## src/rtl/parking_lane_sensor.sv

```systemverilog
// Lane front-end: synchronizes and debounces two beam-break inputs and decodes the
// crossing order into fixed-width entry/exit pulses. Optional counters: PARKING_LANE_EVENT_COUNT_EN.
module parking_lane_sensor #(
    parameter int DEBOUNCE_CYCLES = 16,
    parameter int PULSE_CYCLES    = 8,
    parameter int TIMEOUT_CYCLES  = 4000000
) (
    input  logic       clk,
    input  logic       rst,
    input  logic       beam_a,
    input  logic       beam_b,
    input  logic [1:0] switch_in,
    output logic       entry_sensor,
    output logic       exit_sensor,
    output logic [1:0] event_slot,
    output logic       stuck_fault,
    output logic       lane_busy
`ifdef PARKING_LANE_EVENT_COUNT_EN
    ,
    input  logic       count_clr,
    output logic [7:0] entry_count,
    output logic [7:0] exit_count
`endif
);

    localparam int DW = (DEBOUNCE_CYCLES > 2) ? $clog2(DEBOUNCE_CYCLES) : 1;
    localparam int PW = $clog2(PULSE_CYCLES + 1);
    localparam int TW = $clog2(TIMEOUT_CYCLES);
    localparam logic [DW-1:0] DEB_LAST   = DW'(DEBOUNCE_CYCLES - 1);
    localparam logic [PW-1:0] PULSE_LOAD = PW'(PULSE_CYCLES);
    localparam logic [PW-1:0] PULSE_ONE  = PW'(1);
    localparam logic [TW-1:0] TO_LAST    = TW'(TIMEOUT_CYCLES - 1);

    typedef enum logic [2:0] {IDLE, A1, A2, A3, B1, B2, B3, ABORT} state_t;

    logic [1:0]    rawBeams;
    logic [1:0]    sync1_q;
    logic [1:0]    sync2_q;
    logic [1:0]    deb_q;
    logic [DW-1:0] debCnt_q [2];

    state_t        state_q;
    state_t        stateNat;
    state_t        stateNext;
    logic          timeout;
    logic          fireEntry;
    logic          fireExit;
    logic [TW-1:0] dwell_q;
    logic [PW-1:0] pulseCnt_q;
    logic          entry_q;
    logic          exit_q;
    logic [1:0]    slot_q;
    logic          fault_q;
    logic          busy_q;

    // Bit 1 is beam a, bit 0 is beam b, so deb_q is directly the FSM code.
    assign rawBeams = {beam_a, beam_b};

    always_ff @(posedge clk) begin
        if (rst) begin
            sync1_q <= '0;
            sync2_q <= '0;
            deb_q   <= '0;
            for (int i = 0; i < 2; i++) debCnt_q[i] <= '0;
        end else begin
            sync1_q <= rawBeams;
            sync2_q <= sync1_q;
            for (int i = 0; i < 2; i++) begin
                if (sync2_q[i] != deb_q[i]) begin
                    if (debCnt_q[i] == DEB_LAST) begin
                        deb_q[i]    <= sync2_q[i];
                        debCnt_q[i] <= '0;
                    end else begin
                        debCnt_q[i] <= debCnt_q[i] + 1'b1;
                    end
                end else begin
                    debCnt_q[i] <= '0;
                end
            end
        end
    end

    always_comb begin
        stateNat  = state_q;
        fireEntry = 1'b0;
        fireExit  = 1'b0;
        case (state_q)
            IDLE: case (deb_q)
                2'b10:   stateNat = A1;
                2'b01:   stateNat = B1;
                2'b11:   stateNat = ABORT;
                default: ;
            endcase
            A1: case (deb_q)
                2'b11:   stateNat = A2;
                2'b00:   stateNat = IDLE;
                2'b01:   stateNat = ABORT;
                default: ;
            endcase
            A2: case (deb_q)
                2'b01:   stateNat = A3;
                2'b10:   stateNat = A1;
                2'b00:   stateNat = ABORT;
                default: ;
            endcase
            A3: case (deb_q)
                2'b00:   begin stateNat = IDLE; fireEntry = 1'b1; end
                2'b11:   stateNat = A2;
                2'b10:   stateNat = ABORT;
                default: ;
            endcase
            B1: case (deb_q)
                2'b11:   stateNat = B2;
                2'b00:   stateNat = IDLE;
                2'b10:   stateNat = ABORT;
                default: ;
            endcase
            B2: case (deb_q)
                2'b10:   stateNat = B3;
                2'b01:   stateNat = B1;
                2'b00:   stateNat = ABORT;
                default: ;
            endcase
            B3: case (deb_q)
                2'b00:   begin stateNat = IDLE; fireExit = 1'b1; end
                2'b11:   stateNat = B2;
                2'b01:   stateNat = ABORT;
                default: ;
            endcase
            ABORT: if (deb_q == 2'b00) stateNat = IDLE;
            default: stateNat = IDLE;
        endcase
        // Timeout only bites when the lane is stalled, so a legal move on the same edge wins.
        timeout   = (state_q != IDLE) && (stateNat == state_q) && (dwell_q == TO_LAST);
        stateNext = timeout ? ABORT : stateNat;
    end

    always_ff @(posedge clk) begin
        if (rst) begin
            state_q    <= IDLE;
            busy_q     <= 1'b0;
            dwell_q    <= '0;
            entry_q    <= 1'b0;
            exit_q     <= 1'b0;
            pulseCnt_q <= '0;
            slot_q     <= '0;
            fault_q    <= 1'b0;
        end else begin
            state_q <= stateNext;
            busy_q  <= (stateNext != IDLE);

            if ((stateNext != state_q) || timeout) begin
                dwell_q <= '0;
            end else if (state_q != IDLE) begin
                dwell_q <= dwell_q + 1'b1;
            end

            // A new event retargets the pulse and restarts its width.
            if (fireEntry || fireExit) begin
                entry_q    <= fireEntry;
                exit_q     <= fireExit;
                pulseCnt_q <= PULSE_LOAD;
                slot_q     <= switch_in;
            end else if (pulseCnt_q == PULSE_ONE) begin
                entry_q    <= 1'b0;
                exit_q     <= 1'b0;
                pulseCnt_q <= '0;
            end else if (pulseCnt_q != '0) begin
                pulseCnt_q <= pulseCnt_q - 1'b1;
            end

            if (timeout) begin
                fault_q <= 1'b1;
            end else if ((state_q == ABORT) && (stateNext == IDLE)) begin
                fault_q <= 1'b0;
            end
        end
    end

    assign entry_sensor = entry_q;
    assign exit_sensor  = exit_q;
    assign event_slot   = slot_q;
    assign stuck_fault  = fault_q;
    assign lane_busy    = busy_q;

`ifdef PARKING_LANE_EVENT_COUNT_EN
    logic [7:0] entryCnt_q;
    logic [7:0] exitCnt_q;

    always_ff @(posedge clk) begin
        if (rst || count_clr) begin
            entryCnt_q <= '0;
            exitCnt_q  <= '0;
        end else begin
            if (fireEntry && (entryCnt_q != 8'hFF)) entryCnt_q <= entryCnt_q + 1'b1;
            if (fireExit && (exitCnt_q != 8'hFF))   exitCnt_q  <= exitCnt_q + 1'b1;
        end
    end

    assign entry_count = entryCnt_q;
    assign exit_count  = exitCnt_q;
`else
    // Counter-free build: events only drive the pulse outputs.
`endif

endmodule

```

## config.mk

```make
export PLATFORM = sky130hd
export DESIGN_NAME = parking_lane_sensor
export DESIGN_NICKNAME = d
export VERILOG_FILES = /design/src/rtl/parking_lane_sensor.sv
export SDC_FILE = /design/constraint.sdc
export NUM_CORES = 1
export LEC_CHECK = 0
export ABC_AREA = 1
export BUFFER_PORTS_ARGS = -buffer_cell sky130_fd_sc_hd__buf_2
export CAP_MARGIN = 20
export CORE_MARGIN = 2
export CORE_UTILIZATION = 50
export CTS_CLUSTER_SIZE = 14
export DETAILED_ROUTE_END_ITERATION = 16
export GPL_ROUTABILITY_DRIVEN = 0
export PLACE_DENSITY = 0.7
export SYNTH_ARGS = -nofsm -noshare
export SYNTH_HDL_FRONTEND = slang
export SYNTH_SLANG_ARGS = --single-unit
export TNS_END_PERCENT = 100
```

## constraint.sdc

```tcl
create_clock -name clk -period 1.7 [get_ports clk]
set_clock_uncertainty 0.15 [all_clocks]
set_input_delay 0.085 -clock clk [delete_from_list [all_inputs] [get_ports clk]]
set_output_delay 0.085 -clock clk [all_outputs]
set_load 0.02 [all_outputs]
```

==> flow_summary.json <==
{
  "outcome": "finished with violations",
  "violations": "negative setup slack",
  "antenna_found_initial": 0,
  "use_met2_pct": 38.5,
  "power.density_nw_per_um2": 725,
  "reg2reg_to": "dwell_q[6]",
  "yosys_warnings": 0,
  "synthTopCellsByCount": "63 x nand2_1, 41 x dfxtp_1, 39 x nor2_1",
  "fin_crit_sh_pct": 121,
  "crit_path_cell_trace": "buf_4 > nand2_1 > nand2_1 > o21ai_2 > nand3_1 > nand2_1 > o21ai_2 > inv_1 > and3_4 > nand2_4 > buf_12 > nor3_2",
  "final_max_slew_viol_count": 0,
  "antenna_cells": 0,
  "track_usage_pct": 21.2,
  "drc": 0,
  "reg2reg_depth": 12,
  "leakage_nw": 1.64,
  "tritoncts": "built",
  "insertion_delay_ns": 0.31,
  "setup_viol": 27,
  "hold_depth": 2,
  "yosys.area.top_type": "dfxtp_1",
  "dpl.hpwl_um": 4040,
  "drt_wl_total_um": 6760,
  "grt-busiest-layer": "met2",
  "holdCritPathClass": "reg -> reg",
  "clk_pin_slew_ns": 0.09,
  "fp.dieW_um": 76.0,
  "cts_inserted_buffers": 5,
  "rows": 26,
  "utilization_pct": 74.6,
  "synth_area_um2": 2590,
  "min-delay-start": "sync1_q[0]",
  "setup_ws_ns": -0.362,
  "cts-root-buf": "clkbuf_8",
  "drive_above_1_share_pct": 42.8,
  "synth_most_common_cell": "nand2_1",
  "area_growth_pct": 45.1,
  "critPathMaxFanout": 7,
  "use_met3_pct": 4.50,
  "fin_area_um2": 3760,
  "pre_cts_slack_ns": -0.207,
  "synth.top_cell.area_share_pct": 31.7,
  "nets": 441,
  "use_met1_pct": 23.5,
  "via_count": 2502,
  "period_needed_ns": 2.06,
  "hold_end": "sync2_q[0]",
  "ys_types": 39,
  "ioPinCount": 12,
  "synth_ff_type": "dfxtp_1",
  "overflow": 0,
  "synth_area_leaders": "dfxtp_1 32%, edfxtp_1 9.3%, nand2_1 9.1%",
  "syn_area_per_cell_um2": 7.95,
  "drt_iter0_drc": 164,
  "required_ns": 1.79,
  "seq_area_frac_synth_pct": 40.9,
  "die_area_um2": 5770,
  "maxClockFrequency_mhz": 485,
  "rrSetupSlack_ns": -0.36,
  "maxCapViolations": 0,
  "critPathArrivalTime_ns": 2.15,
  "ys_ff_latch": 49,
  "grt_max_degree": 15,
  "end_kind": "flop",
  "rsz0062_at_grt": "yes",
  "grt_pass1_wl_um": 9850,
  "path_common_cell": "nand2_1",
  "cpPeakStageDelay_ns": 0.38,
  "grt_pass1_vias": 2317,
  "cts.sinks": 49,
  "die_h_um": 76.0,
  "criticalPathCategory": "reg -> reg",
  "placed_area_um2": 3270,
  "crit_slowest_cell": "dfxtp_4",
  "ys_async_sr_fraction_pct": 0,
  "synth-edff-count": 8,
  "cts_max_level": 2,
  "peakVddDrop_mv": 0.678,
  "power.total_mw": 2.73,
  "drt_first_pass_iters": 4,
  "port_buffers": 11,
  "drtAntennaViolNets": 0,
  "r2r-start": "deb_q[0]",
  "start_util_pct": 51.4,
  "final-hold-violation-count": 0,
  "core-area_um2": 5040,
  "clockBufferDepth": 2,
  "critPathLaunchType": "flop",
  "post_drt_wl_per_cell_um": 13.5,
  "viasPerCell": 5.00,
  "synth_cells": 326
}
## critical path, delay by kind of cell (launching register included)
kind                   cells  cell delay [ns]
AOI/OAI and AO/OA          2             0.18
buffers and inverters      3             0.38
DFF                        1             0.38
and+or+nand+nor            7             0.90
## layer usage
layer | up-vias | share of wire [%]
met5 | - | 0
met4 | 0 | 2.7
met3 | 20 | 3.9
met2 | 62 | 52
met1 | 1183 | 41
li1 | 1237 | -
## state kept, by name, summed over array words and instances (netlist names)
name / count
debCnt_q: 8
deb_q: 2
dwell_q: 22
entry_sensor: 1
event_slot: 2
exit_sensor: 1
lane_busy: 1
pulseCnt_q: 4
state_q: 3
stuck_fault: 1
sync1_q: 2
sync2_q: 2
## logic make-up (layout without fill, tap and decap cells)
group	after synthesis	after routing	share of synthesized area (%)
AO/OA/AOI/OAI	24	24	5.50
XOR/XNOR	19	19	6.42
adder cells (fa/ha/maj)	6	6	2.90
buffers and inverters	47	144	7.87
flip-flops	49	49	40.9
multiplexers	1	1	0.386
other	1	8	0.145
AND/OR/NAND/NOR	179	179	35.8
## worst max path at each step
stage / from / endpoint / slack (ns) / cells after the start
6_report: deb_q[0] / dwell_q[6] / -0.36 / 12
5_1_grt: deb_q[0] / dwell_q[6] / -0.46 / 12
4_1_cts: state_q[0] / dwell_q[19] / -0.17 / 15
3_5_place_dp: deb_q[1] / dwell_q[2] / -0.21 / 14
3_3_place_gp: deb_q[1] / dwell_q[2] / -0.18 / 14
2_1_floorplan: dwell_q[1] / dwell_q[19] / -0.11 / 11
## per-stage QoR
stage	hold slack [ns]	TNS, ns	instances
after detailed placement	0.141	-4.40	472
after CTS	0.255	-3.66	491
after floorplan	0.00407	-1.98	333
after global routing	0.274	-9.56	500
final	0.256	-7.31	500
after global placement	0.135	-3.43	472
## area by class of cell
class / instances / area (um^2)
multi-input cells: 237 / 1530
fillers: 344 / 1280
flip-flops and latches: 49 / 1090
repair buffers: 93 / 769
inverters: 43 / 174
well taps: 70 / 87.6
clock buffers: 7 / 86.3
clock inverters: 1 / 30.0
## report_power, final
group          switching [mW]  internal, mW
registers              0.0344          1.23
clock network           0.397         0.480
logic                   0.330         0.256
## repair_timing
item,in CTS,in global routing
pin swaps,15,14
buffers inserted,4,9
resized for setup,28,32
endpoints found under the setup margin,28,34
endpoints found under the hold margin,13,0
hold buffers,7,0
## cell usage in the layout (no fill, tap or decap), types with 2 or more instances in the layout
cell type / instances
a21oi_1: 8
a21oi_2: 7
buf_12: 5
buf_2: 11
buf_4: 65
buf_6: 5
clkbuf_8: 6
conb_1: 8
dfxtp_1: 33
dfxtp_4: 7
dlygate4sd3_1: 7
edfxtp_1: 8
ha_1: 5
inv_1: 34
inv_2: 5
inv_4: 3
nand2_1: 48
nand2_2: 17
nand2_4: 4
nand3_1: 19
nand3_2: 2
nand4_1: 9
nor2_1: 32
nor2_2: 16
nor2_4: 10
nor3_1: 6
nor3_2: 5
nor3_4: 5
o21ai_0: 4
o21ai_2: 2
xnor2_1: 4
xor2_1: 15
No activity file was read; power rests on OpenSTA's default activity.
